**config.mk**
```make
export PLATFORM = sky130hd
export DESIGN_NAME = wdf_sample_scheduler
export DESIGN_NICKNAME = d
export VERILOG_FILES = /design/src/rtl/wdf_sample_scheduler.sv
export SDC_FILE = /design/constraint.sdc
export NUM_CORES = 1
export LEC_CHECK = 0
export ABC_AREA = 1
export BUFFER_PORTS_ARGS = -buffer_cell sky130_fd_sc_hd__buf_2
export CAP_MARGIN = 10
export CELL_PAD_IN_SITES_DETAIL_PLACEMENT = 0
export CELL_PAD_IN_SITES_GLOBAL_PLACEMENT = 1
export CORE_ASPECT_RATIO = 1.1
export CORE_MARGIN = 8
export CORE_UTILIZATION = 44
export DETAILED_ROUTE_END_ITERATION = 8
export GPL_TIMING_DRIVEN = 0
export PLACE_DENSITY_LB_ADDON = 0.3
export SLEW_MARGIN = 20
export SYNTH_ARGS = -nofsm -noshare
export SYNTH_HDL_FRONTEND = slang
export SYNTH_SLANG_ARGS = --single-unit
```
**constraint.sdc**
```tcl
create_clock -name clk -period 3.4 [get_ports clk]
set_clock_uncertainty 0.2 [all_clocks]
set_input_delay 0 -clock clk [delete_from_list [all_inputs] [get_ports clk]]
set_output_delay 0 -clock clk [all_outputs]
set_load 0.01 [all_outputs]
```
**src/rtl/wdf_sample_scheduler.sv**
```systemverilog
// rtl/wdf_sample_scheduler.sv - fixed-rate sample sequencer for a WDF datapath core
// Issues one sample per SAMPLE_PERIOD clocks, watches for overruns and hung-core timeouts.
module wdf_sample_scheduler #(
   parameter int SAMPLE_PERIOD  = 8,
   parameter int CNT_W          = 22,
   parameter int TIMEOUT_CYCLES = 64
) (
   input  logic             clk,
   input  logic             reset,
   input  logic             start,
   input  logic             abort,
   input  logic [CNT_W-1:0] total_samples,
   input  logic             core_done,
   output logic             src_rd_en,
   output logic             core_start,
   output logic             out_capture,
   output logic [CNT_W-1:0] sample_index,
   output logic             busy,
   output logic             done,
   output logic             overrun,
   output logic             timeout_err
);

   localparam int TW = (SAMPLE_PERIOD > 2) ? $clog2(SAMPLE_PERIOD) : 1;
   localparam int WW = $clog2(TIMEOUT_CYCLES + 1);
   localparam logic [TW-1:0] TICK_LAST = TW'(SAMPLE_PERIOD - 1);
   localparam logic [WW-1:0] WD_LAST   = WW'(TIMEOUT_CYCLES - 1);

   typedef enum logic [2:0] {
      S_IDLE,
      S_WAIT_TICK,
      S_ISSUE,
      S_BUSY,
      S_DONE
   } state_e;

   state_e           state_q, state_d;
   logic [TW-1:0]    tick_cnt_q, tick_cnt_d;
   logic [WW-1:0]    wd_q, wd_d;
   logic [CNT_W-1:0] total_q, total_d;
   logic [CNT_W-1:0] index_q, index_d;
   logic             cap_q, cap_d;
   logic             ovr_q, ovr_d;
   logic             to_q, to_d;
   logic             pend_q, pend_d;
   logic             tick;
   logic [CNT_W-1:0] next_index;

   // The tick counter free-runs and is only re-zeroed on start, so sample spacing never drifts.
   assign tick       = (tick_cnt_q == TICK_LAST);
   assign next_index = index_q + CNT_W'(1);

   always_comb begin
      state_d    = state_q;
      tick_cnt_d = tick ? '0 : tick_cnt_q + TW'(1);
      wd_d       = wd_q;
      total_d    = total_q;
      index_d    = index_q;
      cap_d      = 1'b0;
      ovr_d      = ovr_q;
      to_d       = to_q;
      pend_d     = pend_q;
      if (abort) begin
         state_d = S_IDLE;
         pend_d  = 1'b0;
      end else begin
         case (state_q)
            S_IDLE, S_DONE: begin
               if (start) begin
                  total_d    = total_samples;
                  index_d    = '0;
                  tick_cnt_d = '0;
                  ovr_d      = 1'b0;
                  to_d       = 1'b0;
                  pend_d     = 1'b0;
                  state_d    = (total_samples == '0) ? S_DONE : S_WAIT_TICK;
               end
            end
            S_WAIT_TICK: begin
               if (tick) state_d = S_ISSUE;
            end
            S_ISSUE: begin
               wd_d    = '0;
               state_d = S_BUSY;
            end
            S_BUSY: begin
               wd_d = wd_q + WW'(1);
               if (core_done) begin
                  index_d = next_index;
                  cap_d   = 1'b1;
                  pend_d  = 1'b0;
                  if (next_index == total_q)  state_d = S_DONE;
                  else if (pend_q || tick)    state_d = S_ISSUE;
                  else                        state_d = S_WAIT_TICK;
               end else begin
                  // A tick that lands while the core is still working is remembered once.
                  if (tick) begin
                     ovr_d  = 1'b1;
                     pend_d = 1'b1;
                  end
                  if (wd_q == WD_LAST) begin
                     to_d    = 1'b1;
                     state_d = S_DONE;
                  end
               end
            end
            default: state_d = S_IDLE;
         endcase
      end
   end

   always_ff @(posedge clk or posedge reset) begin
      if (reset) begin
         state_q    <= S_IDLE;
         tick_cnt_q <= '0;
         wd_q       <= '0;
         total_q    <= '0;
         index_q    <= '0;
         cap_q      <= 1'b0;
         ovr_q      <= 1'b0;
         to_q       <= 1'b0;
         pend_q     <= 1'b0;
      end else begin
         state_q    <= state_d;
         tick_cnt_q <= tick_cnt_d;
         wd_q       <= wd_d;
         total_q    <= total_d;
         index_q    <= index_d;
         cap_q      <= cap_d;
         ovr_q      <= ovr_d;
         to_q       <= to_d;
         pend_q     <= pend_d;
      end
   end

   assign src_rd_en    = (state_q == S_ISSUE);
   assign core_start   = (state_q == S_ISSUE);
   assign out_capture  = cap_q;
   assign sample_index = index_q;
   assign busy         = (state_q == S_WAIT_TICK) || (state_q == S_ISSUE) || (state_q == S_BUSY);
   assign done         = (state_q == S_DONE);
   assign overrun      = ovr_q;
   assign timeout_err  = to_q;

endmodule

```
# ---- Word-level counts from Yosys, hierarchy flattened
# Cells that the tools add are included.
dict set report word_totals {
  regBits 61
}
dict set report classes {
  bitwise 1
  reduce_logical 16
  addsub 3
  mux 30
  n_eq_ne 16
}
# cell n
set op_table {}
lappend op_table {{$mux W22} 2}
lappend op_table {{$pmux W22 S2} 1}
lappend op_table {{$mux W3} 11}
lappend op_table {{$add A22 B1 Y22 const B} 1}
lappend op_table {{$eq A22 B22 Y1} 1}
lappend op_table {{$logic_not A22 Y1} 1}
lappend op_table {{$pmux W7 S2} 1}
lappend op_table {{$pmux W3 S4} 1}
lappend op_table {{$mux W1} 10}
lappend op_table {{$ne A2 B2 Y1 const B} 5}
lappend op_table {{$reduce_and A5 Y1} 2}
lappend op_table {{$reduce_and A3 Y1} 3}
lappend op_table {{$ne A4 B4 Y1 const B} 2}
lappend op_table {{$add A7 B1 Y7 const B} 1}
lappend op_table {{$eq A7 B6 Y1 const B} 1}
lappend op_table {{$eq A3 B2 Y1 const B} 2}
lappend op_table {{$eq A3 B3 Y1 const B} 2}
lappend op_table {{$ne A3 B3 Y1 const B} 2}
lappend op_table {{$pmux W1 S2} 3}
lappend op_table {{$reduce_and A4 Y1} 1}
lappend op_table {{$reduce_bool A2 Y1} 2}
lappend op_table {{$add A3 B1 Y3 const B} 1}
lappend op_table {{$eq A3 B1 Y1 const B} 1}
lappend op_table {{$logic_not A3 Y1} 1}
lappend op_table {{other kinds (6)} 8}

# ---- Longest topological paths before layout
# Gate-level depths: netlist of run 1.
dict set report logic_depth {
  depth_word 7
  mapped_depth 18
}

# ---- Worst setup path before layout of run 1
# Ideal clock, no wire load.
dict set report synth_path {
  kind {register -> register}
  from {register index_q[1], in the netlist sample_index[1]}
  to {register state_q[2]}
  setup_ns 0.066
  path_slack_ns 1.300
  path_buffers 0
  t_arrival_ns 1.834
  period_less_slack_ns 2.100
  required_ns 3.134
  path_stages_with_launch 18
  path_cell_list {dfrtp_1 ha_1 nand2_2 nor2_4 nand2_2 o21ai_2 nand2_1 nand2_1 nand2_1 nor2_1 nand2_1 nor2_1 nand2_1 nand2_1 nand2_1 nand2_1 nand2_1 nand2_1}
}
dict set report synth_via {
  elab_chain_len 6
}
# item line
set synth_lines {}
lappend synth_lines {{from (decl)} 41} ;# logic [CNT_W-1:0] index_q, index_d;
lappend synth_lines {{from (signal assigned)} 128} ;# index_q <= index_d;
lappend synth_lines {{$add A22 B1 Y22} 51} ;# assign next_index = index_q + CNT_W'(1);
lappend synth_lines {{$eq A22 B22 Y1} 92} ;# if (next_index == total_q) state_d = S_DONE;
lappend synth_lines {{$mux W3} 92}
lappend synth_lines {{$mux W3} 88} ;# if (core_done) begin
lappend synth_lines {{$pmux W3 S4} 67} ;# case (state_q)
lappend synth_lines {{$mux W3} 63} ;# if (abort) begin
lappend synth_lines {{to (signal assigned)} 124} ;# state_q <= state_d;
lappend synth_lines {{to (decl)} 37} ;# state_e state_q, state_d;
# Every way passes these cells.
# A chain may end at the register's enable or synchronous reset.

# ---- Final worst setup path of run 1
dict set report layout_path {
  from {register index_q[0], in the netlist sample_index[0]}
  to {register state_q[1]}
}
# Same word-level chain as after synthesis.

==> results of run 1 <==
area by class of cell:
type                       instances  area, um2
fill                             850       3670
multi-input combinational        406       1930
sequential                        61       1530
timing repair buffer              84        581
inverter                          76        288
clock buffer                      12        145
tap                              111        139
clock inverter                     4       47.5
buffer                             9       38.8
where the power goes:
| group | internal [W] | total, W | switching (W) |
|---|---|---|---|
| sequential | 0.000911 | 0.00103 | 0.000122 |
| clock | 0.000357 | 0.000652 | 0.000295 |
| combinational | 0.000314 | 0.000834 | 0.000520 |
| total | 0.00158 | 0.00252 | 0.000937 |
worst min-delay path by stage:
stage	depth (start not counted)	end	slack, ps
after floorplan	2	total_q[6]	-80
after global placement	3	total_q[10]	20
after detailed placement	2	total_q[4]	-180
after CTS	4	total_q[6]	210
after global routing	4	total_q[6]	220
final	4	total_q[6]	210
sequential cells by signal (all words and copies together) (netlist names):
register	count
sample_index	22
state_q	3
wd_q	7
total_q	22
tick_cnt_q	3
pend_q	1
out_capture	1
overrun	1
timeout_err	1
through the flow:
step	power, W	util
floorplan	0.00160	-
global placement	0.00183	0.500
detailed placement	0.00184	0.503
CTS	0.00253	0.561
global route	0.00272	0.561
finish	0.00252	0.561
routing by layer:
metal  global-route usage  vias up  share of wire
met1                0.256     1778           0.46
li1                     -     1975              -
met4               0.0773        0          0.021
met2                0.330      102           0.47
met3               0.0381       18          0.049
met5                    0        -              0
cell usage after synthesis, drive strengths merged:
cell / n
buf: 2
nand3: 59
or2: 2
xor2: 2
nand3b: 1
o21bai: 1
a2111oi: 2
nor3: 13
o21ai: 40
o22ai: 12
dfrtp: 61
a21oi: 7
nor4: 2
o21a: 3
inv: 76
nand4: 9
ha: 4
xor3: 1
o31ai: 1
clkbuf: 7
nand2: 178
and3: 1
nor2: 67
or4: 1
logic make-up (layout without fill, tap and decap cells):
family | Yosys count | in the layout | share of synthesized area
AO/OA/AOI/OAI | 66 | 66 | 0.0997
adder cells (fa/ha/maj) | 4 | 4 | 0.0133
flip-flops | 61 | 61 | 0.404
buffers and inverters | 85 | 185 | 0.0858
XOR/XNOR | 3 | 3 | 0.0109
AND/OR/NAND/NOR | 333 | 333 | 0.386
worst max-delay path, cell delays in order, from the launching register on:
cell,delay (ps)
dfrtp_1,440
ha_1,230
nand2_2,100
nor2_4,240
nand2_2,140
nand2_1,100
nand3_1,60
nand2_1,100
nand2_1,50
nor2_1,150
nand2_1,70
nor2_1,80
nand3_1,110
nand3_1,100
nand2_1,50
nand2_1,50
nand2_1,50
dlygate4sd3_1,540
repair_timing:
| item | CTS | global route |
|---|---|---|
| setup buffers | 0 | 0 |
| hold endpoints to repair | 90 | 0 |
| hold buffers | 29 | 0 |
| resized for setup | 0 | 0 |
==> metrics.yaml, run 1 <==
outcome: "complete, no violations"
crit_end: "state_q[1]"
antenna_found_initial: 0
holdCritPathClass: "in2reg"
ys_warn_count: 0
tightest_slew_ps: 810
reg2regPathDepth: 17
final_cells: 763
drtAntennaViolNets: 0
min-delay-start: "total_samples[6]"
start_util: 0.451
cts.sinks: 61
yosysSeqAreaShare: 0.404
postSynthAreaPerCell_um2: 6.84
cts_tree: "built"
final-max-slew-violation-count: 0
r2r-end: "state_q[1]"
setup-tns-final_ps: 0
setup-violations-final: 0
cts_buffer_depth: 2
die_area_um2: 11800
synth_area_leader_cell: "dfrtp_1"
period_share: 0.877
fmax_mhz: 335
critPathLaunchType: "register"
wl_per_cell_um: 14.8
layout_setup_ws_ps: 418
place_ws_ps: 521
synth_top_area_share: 0.404
grt_pass1_wl_um: 19000
cts_buffers: 9
vias_per_cell: 5.08
ctsHtreeMaxLevel: 3
arrival_ps: 3010
synth_nets: 583
gp_congestion: 0.931
crit_type: "reg2reg"
drive_above_1_share: 0.144
netlist-cell-type-count: 34
powerDensity_nw_per_um2: 537
layout.nets: 678
syn_area_um2: 3780
core_um2: 8360
leakagePower_nw: 2.31
die_h_um: 113
cts_root_buf: "clkbuf_8"
timing.rr.start: "sample_index[0]"
fin_area_um2: 4690
yosys-top-cells-area: "dfrtp_1 40%, nand2_1 17%, nand3_1 7.6%"
ios: 56
row_count: 35
clkTransAtPathRegs_ps: 70
min_period_ps: 2980
final_common_cell: "nand2_1"
placed_cell_area_um2: 4210
drc_errors: 0
dp_hpwl_um: 8600
clkLatencyLatePin_ps: 340
r2r_slack_ps: 420
rsz0062_at_grt: "false"
grt_pass1_vias: 3836
ir_worst_vdd_v: 0.000319
cap_violations: 0
die_w_um: 104
grt_usage: 0.201
antennaDiodeCount: 0
final_cell_mix: "173 x nand2_1, 74 x inv_1, 61 x dfrtp_1, 57 x nor2_1, 57 x nand3_1"
grt_max_degree: 36
io_buffers: 54
dr.pass1.iters: 5
via_count: 3873
hold_ws_ps: 214
crit_fanout: 8
hold_viol_final: 0
ys_seq_elements: 61
drtIter0Drc: 239
syn_inst: 552
crit_start: "sample_index[0]"
dp.cells: 718
crit_required_ps: 3430
end_kind: "register"
grt_overflow: 0
wirelength_um: 11300
slew_headroom: 0.446
area_delta_synth_final_pct: 24.2
Power figures use the tool's default switching activity.
==> run 2: changes to the inputs <==
--- a/config.mk
+++ b/config.mk
@@ -15,2 +15,3 @@
 export CORE_UTILIZATION = 44
+export CTS_CLUSTER_DIAMETER = 60
 export DETAILED_ROUTE_END_ITERATION = 8
==> constraint.sdc (replaced) <==
create_clock -name clk -period 3.4 [get_ports clk]
set_clock_uncertainty 0.2 [all_clocks]
set_input_delay 0.34 -clock clk [delete_from_list [all_inputs] [get_ports clk]]
set_output_delay 0.34 -clock clk [all_outputs]
set_load 0.01 [all_outputs]
==> metrics.yaml, run 2 (synthesis gave the netlist of run 1 again) <==
outcome: "complete, no violations"
layout.nets: 650  # -4.1%
powerDensity_nw_per_um2: 564  # +5.1%
ctsResizeCount: 0  # unchanged
core_um2: 8360  # unchanged
grt_pass1_vias: 3686  # -3.9%
ir_worst_vdd_v: 0.000319  # about the same
hold_viol_final: 0  # unchanged
cts_buffer_depth: 2  # unchanged
fin_util: 0.527  # -0.0335
gp_congestion: 0.931  # unchanged
drtAntennaViolNets: 0  # unchanged
slew_headroom: 0.500  # +0.0542
path_cells: "inv_1, nand2_1, nor2_2, nand2_1, nor2_2, inv_2, nand2_1, buf_2, o22ai_1"
crit_required_ps: 3390  # -40 ps
cts_tree: "built"
rsz0062_at_grt: "false"
wl_per_cell_um: 14.9  # +0.60%
post_cts_buffers: 0  # unchanged
r2r_slack_ps: 510  # +90 ps
clkTransAtPathRegs_ps: 70  # about the same
setup-violations-final: 0  # unchanged
path_buf_inv: 3  # +2
grt_usage: 0.195  # -0.00630
crit_fanout: 10  # +2
final-max-slew-violation-count: 0  # unchanged
crit_path_max_incr_delay_ps: 500  # -40 ps
drive_above_1_share: 0.151  # +0.00647
setup-tns-final_ps: 0  # unchanged
ctsHtreeMaxLevel: 3  # unchanged
die_area_um2: 11800  # unchanged
leakagePower_nw: 2.19  # -5.1%
cts.sinks: 61  # unchanged
clkLatencyLatePin_ps: 340  # about the same
cts_buffers: 9  # unchanged
final_cells: 735  # -3.7%
critPathLaunchType: "register"
drtIter0Drc: 217  # -9.2%
path_delay_family: "simple AND/OR/NAND/NOR gates"
end_kind: "register"
holdBufCountCts: 1  # -97%
min_period_ps: 2890  # -87.0 ps
area_delta_synth_final_pct: 16.8
crit_slowest_cell: "nor2_2"
placed_cell_area_um2: 4210  # unchanged
cts_root_buf: "clkbuf_8"
grt_pass1_wl_um: 18400  # -3.4%
arrival_ps: 2880  # -130 ps
start_util: 0.451  # unchanged
fin_area_um2: 4410  # -6.0%
cap_violations: 0  # unchanged
dr.pass1.iters: 5  # unchanged
period_share: 0.851  # -0.0256
layout_setup_ws_ps: 505  # +87.0 ps
wirelength_um: 10900  # -3.1%
row_count: 35  # unchanged
num-fill-cells: 882  # +3.8%
holdCritPathClass: "in2reg"
final_common_cell: "nand2_1"
dp_hpwl_um: 8600  # unchanged
via_count: 3773  # -2.6%
drc_errors: 0  # unchanged
cpMostUsedCell: "nand2_1"
grt_overflow: 0  # unchanged
grt_max_degree: 36  # unchanged
die_w_um: 104  # unchanged
io_buffers: 54  # unchanged
dp.cells: 718  # unchanged
vias_per_cell: 5.13  # +1.1%
antennaDiodeCount: 0  # unchanged
ios: 56  # unchanged
die_h_um: 113  # unchanged
crit_type: "reg2reg"
antenna_found_initial: 0  # unchanged
tightest_slew_ps: 731  # -79.2 ps
place_ws_ps: 521  # unchanged
final_cell_mix: "173 x nand2_1, 74 x inv_1, 61 x dfrtp_1, 57 x nor2_1, 57 x nand3_1"
fmax_mhz: 345  # +3.0%
-- run 2: cell type report --
| type | count | area (um2) | share of cell area |
|---|---|---|---|
| well taps | 111 | 139 | 0.0315 |
| plain buffers | 9 | 38.8 | 0.00879 |
| repair buffers | 56 | 300 | 0.0681 |
| clock buffers | 12 | 145 | 0.0329 |
| inverters | 76 | 288 | 0.0652 |
| flip-flops and latches | 61 | 1530 | 0.346 |
| multi-input cells | 406 | 1930 | 0.437 |
| clock inverters | 4 | 47.5 | 0.0108 |
-- run 2: per-stage QoR --
stage	hold WS [ps]	power, W
2_1_floorplan	215	0.00160
3_3_place_gp	230	0.00183
6_report	12.4	0.00249
5_1_grt	16.0	0.00268
4_1_cts	1.01	0.00250
3_5_place_dp	157	0.00184
-- run 2: worst reg2reg max path: stages (launching register included) --
cell     delay, ps
dfrtp_1        410
inv_1           90
nand2_1        100
nor2_2         200
nand2_1        110
nor2_2         500
inv_2          220
nand2_1        430
buf_2          350
o22ai_1        110
-- run 2: where the power goes --
part	switching [W]	internal [W]
Clock	0.000294	0.000357
Sequential	0.000121	0.000910
Combinational	0.000517	0.000289
-- run 2: final timing paths --
path	start	endpoint	depth (start not counted)
min in group asynchronous	reset	total_q[4]	3
hold reg to reg	tick_cnt_q[0]	tick_cnt_q[0]	1
setup reg to reg	state_q[2]	sample_index[14]	9
hold / removal	total_samples[10]	total_q[10]	3
max in group asynchronous	reset	sample_index[17]	4
setup / recovery	state_q[2]	sample_index[14]	9
-- run 2: per-layer routing --
metal | vias up | track usage | wire length (um)
li1 | 1919 | - | -
met1 | 1749 | 0.254 | 5240
met2 | 93 | 0.312 | 5050
met3 | 12 | 0.0370 | 480
met4 | 0 | 0.0744 | 165
met5 | - | 0 | 0
==> run 3: changes to the inputs <==
Settings changed: GPL_TIMING_DRIVEN 0 to default.
==> metrics.yaml, run 3 (synthesis gave the netlist of run 1 again) <==
tightest_slew_ps: 899  # +168 ps
min-delay-start: "total_samples[16]"
grt_max_degree: 52  # +44%
fin_util: 0.526  # -0.000898
final_common_cell: "nand2_1"
setup-violations-final: 0  # unchanged
placed_cell_area_um2: 4180  # -0.62%
cts_buffer_depth: 2  # unchanged
busiest_layer: "met2"
drtIter0Drc: 176  # -19%
cts_buffers: 9  # unchanged
final_cell_mix: "173 x nand2_1, 74 x inv_1, 61 x dfrtp_1, 57 x nor2_1, 57 x nand3_1"
grt_overflow: 0  # unchanged
met2_usage: 0.286  # -0.0259
vias_per_cell: 5.17  # +0.80%
leakagePower_nw: 2.20  # about the same
fin_area_um2: 4400  # -0.17%
fmax_mhz: 381  # +10%
dp_hpwl_um: 8280  # -3.7%
ios: 56  # unchanged
grt_pass1_vias: 3741  # +1.5%
hold_viol_final: 0  # unchanged
ir_worst_vdd_v: 0.000299  # -6.2%
cts.sinks: 61  # unchanged
setup-tns-final_ps: 0  # unchanged
ctsResizeCount: 0  # unchanged
wl_per_cell_um: 14.8  # -0.20%
clkTransAtPathRegs_ps: 70  # about the same
powerDensity_nw_per_um2: 577  # +2.2%
period_share: 0.772  # -0.0796
end_kind: "register"
die_w_um: 104  # unchanged
dr.pass1.iters: 4  # -1
grt.met3_usage: 0.0358  # -0.00114
crit_required_ps: 3400  # about the same
holdCritPathClass: "in2reg"
ctsHtreeMaxLevel: 3  # unchanged
gp_congestion: 0.883  # -5.1%
layout_setup_ws_ps: 776  # +271 ps
final_cells: 729  # -0.82%
antennaDiodeCount: 0  # unchanged
via_count: 3772  # -0.027%
cts_tree: "built"
drive_above_1_share: 0.157  # +0.00632
io_buffers: 55  # +1.9%
drtAntennaViolNets: 0  # unchanged
critPathLaunchType: "register"
core_um2: 8360  # unchanged
wirelength_um: 10800  # -1.0%
die_area_um2: 11800  # unchanged
cts_root_buf: "clkbuf_8"
antenna_found_initial: 0  # unchanged
crit_start: "state_q[2]"
timing.rr.start: "state_q[2]"
rsz0062_at_grt: "false"
dp.cells: 712  # -0.84%
grt_pass1_wl_um: 18100  # -1.4%
clkLatencyLatePin_ps: 340  # about the same
slew_headroom: 0.385  # -0.115
outcome: "complete, no violations"
drc_errors: 0  # unchanged
final-max-slew-violation-count: 0  # unchanged
crit_type: "reg2reg"
row_count: 35  # unchanged
layout.nets: 644  # -0.92%
place_ws_ps: 832  # +311 ps
min_period_ps: 2620  # -271 ps
grt_usage: 0.190  # -0.00510
start_util: 0.451  # unchanged
area_delta_synth_final_pct: 16.6
holdBufCountCts: 1  # unchanged
die_h_um: 113  # unchanged
crit_fanout: 19  # +9
cap_violations: 0  # unchanged
post_cts_buffers: 0  # unchanged
arrival_ps: 2620  # -260 ps
globalRouteMet1Util: 0.258  # +0.00376
[run 3: final timing paths]
| check | to | slack (ps) | depth (start not counted) |
|---|---|---|---|
| setup / recovery | sample_index[20] | 780 | 9 |
| hold / removal | total_q[16] | 20 | 3 |
| setup reg to reg | sample_index[20] | 780 | 9 |
| hold reg to reg | tick_cnt_q[0] | 240 | 1 |
| max in group asynchronous | sample_index[12] | 1900 | 4 |
| min in group asynchronous | total_q[2] | 450 | 3 |
[run 3: report_power, final]
group / internal [W] / switching, W / leakage, nW
clock: 0.000398 / 0.000300 / 0.106
combinational: 0.000280 / 0.000521 / 1.28
sequential: 0.000911 / 0.000129 / 0.808
[run 3: per-stage QoR]
stage                     hold WS (ps)  power (W)
final                             15.8    0.00254
after CTS                         6.28    0.00254
after global placement             232    0.00184
after floorplan                    215    0.00160
after global routing              34.2    0.00273
after detailed placement           230    0.00185
[run 3: final cells by class]
class                      instances  area (um2)
tap                              111         139
clock inverter                     3        42.5
inverter                          76         288
multi-input combinational        406        1930
sequential                        61        1530
clock buffer                      13         169
fill                             810        3960
timing repair buffer              59         308
[run 3: metal layers]
layer | part of all wire | wire, um
met3 | 0.055 | 594
met4 | 0.018 | 199
met2 | 0.44 | 4780
met1 | 0.49 | 5250
met5 | 0 | 0
[run 3: critical path, cell delays in order, from the launching register on]
cell     delay [ps]
dfrtp_1         430
inv_1            90
nand2_1          90
nor2_2          220
nand2_1         130
nor2_2           90
buf_4           220
inv_2           190
nand2_1         630
o22ai_1         170
